File: src/rtl/lsu_mc_if.sv
// Interfaces for the load/store unit: core request/response channel and
// data-memory valid/ready channel.
interface lsu_mc_if #(
    parameter int XLEN   = 32,
    parameter int ADDR_W = 32
);
    logic              req_valid;
    logic              req_ready;
    logic              req_store;
    logic [2:0]        req_funct3;
    logic [ADDR_W-1:0] req_addr;
    logic [XLEN-1:0]   req_wdata;
    logic              resp_valid;
    logic              resp_ready;
    logic [XLEN-1:0]   resp_data;
    logic              resp_misalign;
    logic              resp_illegal;

    // Core side drives requests and accepts responses.
    modport master (
        output req_valid, req_store, req_funct3, req_addr, req_wdata, resp_ready,
        input  req_ready, resp_valid, resp_data, resp_misalign, resp_illegal
    );

    // LSU side.
    modport slave (
        input  req_valid, req_store, req_funct3, req_addr, req_wdata, resp_ready,
        output req_ready, resp_valid, resp_data, resp_misalign, resp_illegal
    );
endinterface

interface lsu_mem_if #(
    parameter int XLEN   = 32,
    parameter int ADDR_W = 32
);
    logic [ADDR_W-1:0] Address;
    logic              MemWrite;
    logic              MemRead;
    logic [XLEN-1:0]   Write_data;
    logic [XLEN/8-1:0] Write_strb;
    logic              Mem_Req_Ready;
    logic [XLEN-1:0]   Read_data;
    logic              Read_data_Valid;
    logic              Read_data_Ready;

    // LSU side issues memory requests.
    modport master (
        output Address, MemWrite, MemRead, Write_data, Write_strb, Read_data_Ready,
        input  Mem_Req_Ready, Read_data, Read_data_Valid
    );

    // Memory side.
    modport slave (
        input  Address, MemWrite, MemRead, Write_data, Write_strb, Read_data_Ready,
        output Mem_Req_Ready, Read_data, Read_data_Valid
    );
endinterface

File: src/rtl/lsu_mc.sv
// Multicycle load/store unit: one request per transaction, lane extraction,
// sign/zero extension, fault detection and performance counters.
module lsu_mc #(
    parameter int XLEN   = 32,
    parameter int ADDR_W = 32
) (
    input  logic        clk,
    input  logic        rst,
    lsu_mc_if.slave     core,
    lsu_mem_if.master   mem,
    output logic [31:0] load_cnt,
    output logic [31:0] store_cnt,
    output logic [31:0] stall_cnt
);
    localparam int STRB_W = XLEN / 8;
    localparam int OFF_W  = $clog2(STRB_W);

    localparam logic [2:0] S_IDLE    = 3'd0;
    localparam logic [2:0] S_LD_REQ  = 3'd1;
    localparam logic [2:0] S_LD_WAIT = 3'd2;
    localparam logic [2:0] S_ST_REQ  = 3'd3;
    localparam logic [2:0] S_RESP    = 3'd4;

    logic [2:0]        state_q, state_d;
    logic              store_q;
    logic [2:0]        funct3_q;
    logic [ADDR_W-1:0] addr_q;
    logic [XLEN-1:0]   wdata_q;
    logic [XLEN-1:0]   resp_data_q;
    logic              misalign_q;
    logic              illegal_q;
    logic [31:0]       load_cnt_q, store_cnt_q, stall_cnt_q;

    logic [OFF_W-1:0]  off;
    logic [XLEN-1:0]   rd_shift;
    logic              req_ill, req_mis, accept, stall;

    // Unsupported encodings; doubles only exist on RV64.
    function automatic logic is_illegal(input logic st, input logic [2:0] f3);
        logic ill;
        ill = (f3 == 3'b111) || (st && f3[2]);
        if (XLEN == 32 && (f3 == 3'b011 || f3 == 3'b110))
            ill = 1'b1;
        return ill;
    endfunction

    function automatic logic is_misaligned(input logic [1:0] sz, input logic [2:0] a);
        logic m;
        case (sz)
            2'b00:   m = 1'b0;
            2'b01:   m = a[0];
            2'b10:   m = |a[1:0];
            default: m = |a[2:0];
        endcase
        return m;
    endfunction

    function automatic logic [7:0] size_mask(input logic [1:0] sz);
        logic [7:0] m;
        case (sz)
            2'b00:   m = 8'h01;
            2'b01:   m = 8'h03;
            2'b10:   m = 8'h0F;
            default: m = 8'hFF;
        endcase
        return m;
    endfunction

    // Extends the already right-aligned lane according to size and funct3[2].
    function automatic logic [XLEN-1:0] extend_load(input logic [XLEN-1:0] w, input logic [2:0] f3);
        logic signed [7:0]  b;
        logic signed [15:0] h;
        logic signed [31:0] wd;
        logic [XLEN-1:0]    r;
        b  = w[7:0];
        h  = w[15:0];
        wd = w[31:0];
        case (f3)
            3'b000:  r = XLEN'(b);
            3'b001:  r = XLEN'(h);
            3'b010:  r = XLEN'(wd);
            3'b100:  r = XLEN'(w[7:0]);
            3'b101:  r = XLEN'(w[15:0]);
            3'b110:  r = XLEN'(w[31:0]);
            default: r = w;
        endcase
        return r;
    endfunction

    assign off      = addr_q[OFF_W-1:0];
    assign rd_shift = mem.Read_data >> {off, 3'b000};
    assign req_ill  = is_illegal(core.req_store, core.req_funct3);
    assign req_mis  = !req_ill && is_misaligned(core.req_funct3[1:0], core.req_addr[2:0]);
    assign accept   = (state_q == S_IDLE) && core.req_valid;
    assign stall    = ((state_q == S_LD_REQ || state_q == S_ST_REQ) && !mem.Mem_Req_Ready) ||
                      ((state_q == S_LD_WAIT) && !mem.Read_data_Valid);

    assign core.req_ready     = (state_q == S_IDLE);
    assign core.resp_valid    = (state_q == S_RESP);
    assign core.resp_data     = resp_data_q;
    assign core.resp_misalign = misalign_q;
    assign core.resp_illegal  = illegal_q;

    assign mem.MemRead         = (state_q == S_LD_REQ);
    assign mem.MemWrite        = (state_q == S_ST_REQ);
    assign mem.Read_data_Ready = (state_q == S_LD_WAIT);
    assign mem.Address         = {addr_q[ADDR_W-1:OFF_W], {OFF_W{1'b0}}};
    assign mem.Write_data      = wdata_q << {off, 3'b000};
    assign mem.Write_strb      = STRB_W'(size_mask(funct3_q[1:0])) << off;

    assign load_cnt  = load_cnt_q;
    assign store_cnt = store_cnt_q;
    assign stall_cnt = stall_cnt_q;

    // Next-state decode of the transaction FSM.
    always_comb begin
        state_d = state_q;
        case (state_q)
            S_IDLE: begin
                if (core.req_valid) begin
                    if (req_ill || req_mis) state_d = S_RESP;
                    else if (core.req_store) state_d = S_ST_REQ;
                    else                     state_d = S_LD_REQ;
                end
            end
            S_LD_REQ:  if (mem.Mem_Req_Ready)   state_d = S_LD_WAIT;
            S_LD_WAIT: if (mem.Read_data_Valid) state_d = S_RESP;
            S_ST_REQ:  if (mem.Mem_Req_Ready)   state_d = S_RESP;
            S_RESP:    if (core.resp_ready)     state_d = S_IDLE;
            default:   state_d = S_IDLE;
        endcase
    end

    // State, latched request, response registers and counters.
    always_ff @(posedge clk) begin
        if (!rst) begin
            state_q     <= S_IDLE;
            store_q     <= 1'b0;
            funct3_q    <= 3'b000;
            addr_q      <= '0;
            wdata_q     <= '0;
            resp_data_q <= '0;
            misalign_q  <= 1'b0;
            illegal_q   <= 1'b0;
            load_cnt_q  <= 32'd0;
            store_cnt_q <= 32'd0;
            stall_cnt_q <= 32'd0;
        end else begin
            state_q <= state_d;
            if (accept) begin
                store_q     <= core.req_store;
                funct3_q    <= core.req_funct3;
                addr_q      <= core.req_addr;
                wdata_q     <= core.req_wdata;
                resp_data_q <= '0;
                misalign_q  <= req_mis;
                illegal_q   <= req_ill;
            end
            if (state_q == S_LD_WAIT && mem.Read_data_Valid)
                resp_data_q <= extend_load(rd_shift, funct3_q);
            if (state_q == S_RESP && core.resp_ready && !misalign_q && !illegal_q) begin
                if (store_q) store_cnt_q <= store_cnt_q + 32'd1;
                else         load_cnt_q  <= load_cnt_q + 32'd1;
            end
            if (stall)
                stall_cnt_q <= stall_cnt_q + 32'd1;
        end
    end
endmodule

File: src/flat_wrapper.sv
// flat-port wrapper written by rule: the top's interface ports become plain ports
module lsu_mc_flat 
#(
    parameter int XLEN   = 32,
    parameter int ADDR_W = 32
)
  (clk, rst, load_cnt, store_cnt, stall_cnt, core_req_valid, core_req_store, core_req_funct3, core_req_addr, core_req_wdata, core_resp_ready, core_req_ready, core_resp_valid, core_resp_data, core_resp_misalign, core_resp_illegal, mem_Address, mem_MemWrite, mem_MemRead, mem_Write_data, mem_Write_strb, mem_Read_data_Ready, mem_Mem_Req_Ready, mem_Read_data, mem_Read_data_Valid);
  lsu_mc_if #(.XLEN(XLEN), .ADDR_W(ADDR_W)) core_i ();
  lsu_mem_if #(.XLEN(XLEN), .ADDR_W(ADDR_W)) mem_i ();
  input  logic clk;
  input  logic rst;
  output logic [31:0] load_cnt;
  output logic [31:0] store_cnt;
  output logic [31:0] stall_cnt;
  input wire logic [$bits(core_i.req_valid)-1:0] core_req_valid;
  input wire logic [$bits(core_i.req_store)-1:0] core_req_store;
  input wire logic [$bits(core_i.req_funct3)-1:0] core_req_funct3;
  input wire logic [$bits(core_i.req_addr)-1:0] core_req_addr;
  input wire logic [$bits(core_i.req_wdata)-1:0] core_req_wdata;
  input wire logic [$bits(core_i.resp_ready)-1:0] core_resp_ready;
  output wire logic [$bits(core_i.req_ready)-1:0] core_req_ready;
  output wire logic [$bits(core_i.resp_valid)-1:0] core_resp_valid;
  output wire logic [$bits(core_i.resp_data)-1:0] core_resp_data;
  output wire logic [$bits(core_i.resp_misalign)-1:0] core_resp_misalign;
  output wire logic [$bits(core_i.resp_illegal)-1:0] core_resp_illegal;
  output wire logic [$bits(mem_i.Address)-1:0] mem_Address;
  output wire logic [$bits(mem_i.MemWrite)-1:0] mem_MemWrite;
  output wire logic [$bits(mem_i.MemRead)-1:0] mem_MemRead;
  output wire logic [$bits(mem_i.Write_data)-1:0] mem_Write_data;
  output wire logic [$bits(mem_i.Write_strb)-1:0] mem_Write_strb;
  output wire logic [$bits(mem_i.Read_data_Ready)-1:0] mem_Read_data_Ready;
  input wire logic [$bits(mem_i.Mem_Req_Ready)-1:0] mem_Mem_Req_Ready;
  input wire logic [$bits(mem_i.Read_data)-1:0] mem_Read_data;
  input wire logic [$bits(mem_i.Read_data_Valid)-1:0] mem_Read_data_Valid;
  assign core_i.req_valid = core_req_valid;
  assign core_i.req_store = core_req_store;
  assign core_i.req_funct3 = core_req_funct3;
  assign core_i.req_addr = core_req_addr;
  assign core_i.req_wdata = core_req_wdata;
  assign core_i.resp_ready = core_resp_ready;
  assign core_req_ready = core_i.req_ready;
  assign core_resp_valid = core_i.resp_valid;
  assign core_resp_data = core_i.resp_data;
  assign core_resp_misalign = core_i.resp_misalign;
  assign core_resp_illegal = core_i.resp_illegal;
  assign mem_Address = mem_i.Address;
  assign mem_MemWrite = mem_i.MemWrite;
  assign mem_MemRead = mem_i.MemRead;
  assign mem_Write_data = mem_i.Write_data;
  assign mem_Write_strb = mem_i.Write_strb;
  assign mem_Read_data_Ready = mem_i.Read_data_Ready;
  assign mem_i.Mem_Req_Ready = mem_Mem_Req_Ready;
  assign mem_i.Read_data = mem_Read_data;
  assign mem_i.Read_data_Valid = mem_Read_data_Valid;
  lsu_mc #(.XLEN(XLEN), .ADDR_W(ADDR_W)) u_core (.clk(clk), .rst(rst), .core(core_i), .mem(mem_i), .load_cnt(load_cnt), .store_cnt(store_cnt), .stall_cnt(stall_cnt));
endmodule
File: config.mk
export PLATFORM = sky130hd
export DESIGN_NAME = lsu_mc_flat
export DESIGN_NICKNAME = d
export VERILOG_FILES = /design/src/rtl/lsu_mc_if.sv /design/src/rtl/lsu_mc.sv /design/src/flat_wrapper.sv
export SDC_FILE = /design/constraint.sdc
export NUM_CORES = 1
export LEC_CHECK = 0
export CAP_MARGIN = 20
export CORE_UTILIZATION = 43
export DETAILED_ROUTE_END_ITERATION = 8
export PLACE_DENSITY_LB_ADDON = 0.25
export SLEW_MARGIN = 0
export SYNTH_ARGS = -nofsm -noshare
export SYNTH_HDL_FRONTEND = slang
export SYNTH_SLANG_ARGS = --single-unit
File: constraint.sdc
create_clock -name clk -period 2 [get_ports clk]
set_clock_uncertainty 0.1 [all_clocks]
set_input_delay 0.4 -clock clk [delete_from_list [all_inputs] [get_ports clk]]
set_output_delay 0.4 -clock clk [all_outputs]
set_load 0.005 [all_outputs]
# After elaboration in Yosys (flattened, before gate mapping)
# Cells that the tools add are included.
# word_totals
register_bits	201
out_inout_bits	203
in_bits	106
# op_classes
mux	14
add_sub_neg	3
bitwise	1
n_reduce_logical	29
shift	3
n_eq_ne	19
# ops
operator	count
one-hot mux 32 bit (4 select lines)	1
adder 32 x 1 -> 32 bit (second input constant)	3
2-to-1 mux 32 bit	2
left shift 32 x 5 -> 32 bit	1
>> shifter 32 x 5 -> 32 bit	1
2-to-1 mux 3 bit	6
== test 3 bit (second input constant)	5
one-hot mux 3 bit (5 select lines)	1
one-hot mux 4 bit (3 select lines)	1
== test 3 x 2 -> 1 bit (second input constant)	3
logical AND 1 bit	9
== test 3 x 1 -> 1 bit (second input constant)	2
zero test 3 bit	2
!= test 2 x 1 -> 1 bit (second input constant)	3
zero test 1 bit	5
logical OR 1 bit	5
AND reduction 5 bit	1
== test 2 x 1 -> 1 bit (second input constant)	2
== test 2 bit (second input constant)	2
zero test 2 bit	2
!= test 2 bit (second input constant)	2
AND reduction 2 bit	2
left shift 4 x 2 -> 4 bit	1
one-hot mux 1 bit (3 select lines)	1
6 further kinds	6

# Longest topological paths before layout
# logic_depth
word_depth	9
mapped_depth	7

# Least setup slack after synthesis
# OpenSTA, ideal clock, no wires.
# synth_timing
path_kind	register to output
start	register u_core.addr_q[1]
end	output mem_Write_data[25]
path_buffers	4
slack_ns	-0.137
path_stages_with_launch	7
t_arrival_ns	1.637
t_required_ns	1.500
path_cell_list	dfxtp_1 -> clkbuf_1 -> clkbuf_1 -> buf_2 -> buf_2 -> a211oi_1 -> a21oi_1
# synth_between
elab_chain_len	1
# synth_lines
element	line_no	rtl
start: declaration	lsu_mc.sv:27	logic [ADDR_W-1:0] addr_q;
start signal: assignment	lsu_mc.sv:153	addr_q <= core.req_addr;
left shift 32 x 5 -> 32 bit	lsu_mc.sv:108	assign mem.Write_data = wdata_q << {off, 3'b000};
end: declaration	flat_wrapper.sv:29	output wire logic [$bits(mem_i.Write_data)-1:0] mem_Write_data;
# No other way between the ends.

# Worst setup path after layout
# Same ends and word-level chain as after synthesis.

==> flow_metrics.tcl <==
set metrics [dict create \
    status "complete, but fails checks" \
    violations "setup timing" \
    fin_crit_ns 2.26 \
    multiInputGateArea_mm2 0.00614 \
    io_pins 309 \
    die_y_um 154 \
    avgSynthCellArea_um2 8.19 \
    yosysSeqAreaShare 0.404 \
    portBuffers 306 \
    crit_buf_inv 2 \
    fmaxAchievable_ghz 0.442 \
    synthFlopType "dfxtp_1" \
    power_leakage_nw 5.99 \
    place_inst 1797 \
    cp_top_family "buffers and inverters" \
    final_layout_size_suffix_gt1_frac 0.284 \
    ir_drop_v 0.000645 \
    drt-initial-drc-count 598 \
    syn_to_final_growth_pct 61.9 \
    worstSetupPathType "reg -> out" \
    start_kind "flop" \
    hpwlAfterDp_um 22500 \
    grt_pass1_wl_um 53200 \
    holdWs_ns 0.337 \
    grt_max_degree 73 \
    postRouteAntennaNets 0 \
    register_area_mm2 0.00410 \
    clockRootBuffer "clkbuf_16" \
    vias_per_cell 5.78 \
    netlist_area_mm2 0.00997 \
    wl_um 35800 \
    ctsHoldBuffers 0 \
    syn_inst 1217 \
    grt_setup_unrepaired "yes" \
    hold_viol 0 \
    relSlewSlack 0.605 \
    maxCapViolCount 0 \
    gp_congestion 0.838 \
    die-width_um 154 \
    std_cell_rows 55 \
    ctsLongestPathBuffers 3 \
    path_clk_slew_ns 0.06 \
    antenna_found_initial 1 \
    finalSetupViolCount 69 \
    async_flop_share 0 \
    start_util 0.439 \
    cp.arrival_ns 1.76 \
    ys_seq_elements 201 \
    critPathRequiredTime_ns 1.50 \
    clock_sinks 201 \
    post_drt_wl_per_cell_um 18.8 \
    netlist-cell-type-count 67 \
    cts_tree "done" \
    path_cells "buf_8 > mux2i_1 > a21oi_1 > dlygate4sd2_1" \
    critPathMaxStageDelay_ns 0.41 \
    critPathSlowestCell "dfxtp_4" \
    layout_setup_ws_ns -0.260 \
    crit_path_end_kind "primary output" \
    cts_inserted_buffers 23 \
    r2r_slack_ns -0.09 \
    fin_crit_sh 1.13 \
    clock_latency_ns 0.50 \
    grt_overflow 0 \
    layout.cells.non_filler 1907 \
    synth-edff-count 0 \
    htreeDepth 1 \
    fillers 1742 \
    num_antenna_cells 0 \
    drc 0 \
    core_area_mm2 0.0227 \
    dr.pass1.iters 5 \
    fp.dieArea_mm2 0.0238 \
    power_density_mw_per_mm2 652 \
    yosysWarnings 0 \
    worstPathMaxFanout 7 \
    worst_slew_pin_slew_ns 0.592 \
    hold_class "in -> reg" \
    nets 1718 \
    drv_slew 0 \
    grt_pass1_vias 10200 \
    vias 11000 \
    grt_usage 0.273 \
]
==> timing repair <==
action                     in CTS  in global routing
gates resized for setup       263                196
gates cloned                    8                  5
buffers inserted               35                 26
setup endpoints to repair      67                144
pin swaps                      30                 65
==> final cells by class <==
| type | count | share of cell area |
|---|---|---|
| clock buffer | 35 | 0.0416 |
| clock inverter | 3 | 0.00264 |
| inverter | 17 | 0.00473 |
| multi-input combinational | 880 | 0.381 |
| sequential | 201 | 0.254 |
| tap | 285 | 0.0221 |
| timing repair buffer | 486 | 0.295 |
==> synth_stat cells, types with 17 or more instances <==
library cell    n  area share
nor2_1         38       0.014
clkbuf_1       70       0.026
o31ai_1        44       0.033
dfxtp_1       201        0.40
nand2_1       198       0.075
nand2b_1       17       0.011
nand4_1        29       0.018
mux2i_1        37       0.037
a22oi_1        17       0.013
o21ai_0        30       0.015
or3_1          17       0.011
buf_4          33       0.025
nand3_1        30       0.015
or4_1          43       0.032
a21oi_1       166       0.083
==> cells in the final DEF (no fill, tap or decap), types with 13 or more instances in the layout <==
| cell | n |
|---|---|
| clkdlybuf4s50_1 | 250 |
| nand2_1 | 189 |
| dfxtp_1 | 162 |
| a21oi_1 | 138 |
| buf_4 | 120 |
| o31ai_1 | 41 |
| buf_6 | 37 |
| nor2_1 | 33 |
| buf_2 | 30 |
| dfxtp_2 | 30 |
| nand3_1 | 29 |
| nand4_1 | 29 |
| a21oi_2 | 28 |
| or4_1 | 27 |
| mux2i_1 | 24 |
| clkbuf_16 | 24 |
| or4_4 | 21 |
| o21ai_0 | 20 |
| nand2b_1 | 17 |
| a22oi_1 | 17 |
| buf_12 | 17 |
| or3_1 | 16 |
| o22ai_2 | 15 |
| inv_1 | 14 |
| and4_1 | 14 |
| nor2b_1 | 13 |
==> metrics by stage <==
stage / power, mW / cell area [µm²] / setup WS (ns) / util / setup TNS (ns)
floorplan: 5.14 / 9980 / 0.00388 / - / 0
global placement: 6.02 / 13800 / -0.480 / 0.607 / -31.33
detailed placement: 6.05 / 13800 / -0.516 / 0.607 / -36.51
CTS: 10.3 / 15200 / -0.190 / 0.669 / -3.75
global route: 10.9 / 16100 / -0.334 / 0.711 / -10.98
finish: 10.5 / 16100 / -0.260 / 0.711 / -6.23
==> power by group <==
| group | total [mW] | switching, mW | internal (mW) |
|---|---|---|---|
| logic | 2.15 | 1.00 | 1.15 |
| clock network | 4.09 | 1.67 | 2.42 |
| registers | 4.28 | 0.134 | 4.14 |
| total | 10.5 | 2.81 | 7.71 |
==> worst paths after layout <==
| check | from | end | cells after the start |
|---|---|---|---|
| setup / recovery | u_core.addr_q[1] | mem_Write_data[25] | 4 |
| hold / removal | core_req_addr[25] | u_core.addr_q[25] | 3 |
| setup reg to reg | u_core.addr_q[1] | u_core.core.resp_data[17] | 7 |
| hold reg to reg | u_core.addr_q[13] | u_core.addr_q[13] | 2 |
==> state kept, by name (all words and copies together) (netlist names) <==
name	cells
u_core.state_q	3
u_core.store_cnt	32
u_core.store_q	1
u_core.core.resp_data	32
u_core.load_cnt	32
u_core.core.resp_illegal	1
u_core.addr_q	32
u_core.core.resp_misalign	1
u_core.funct3_q	3
u_core.stall_cnt	32
u_core.wdata_q	32
==> worst min-delay path: stages <==
cell             delay (ns)
clkdlybuf4s50_1        0.39
nand2_1                0.05
a21oi_1                0.05
==> routing by layer <==
layer  wire length, µm  GRT usage  part of all wire  vias to the layer above
li1                  -          -                 -                     5244
met1             14500      0.336              0.41                     5265
met2             17200      0.456              0.48                      400
met3              2660     0.0706             0.074                      104
met4              1340      0.109             0.038                        2
met5                12          0           0.00034                        -
==> cells by family after synthesis <==
family / synth area share
fa+ha+maj: 0.00377
flops: 0.404
simple gates: 0.261
buf+inv: 0.0679
xor+xnor: 0.0105
other cells: 0.000376
mux: 0.0496
compound gates: 0.203
No activity file was read; power rests on OpenSTA's default activity.
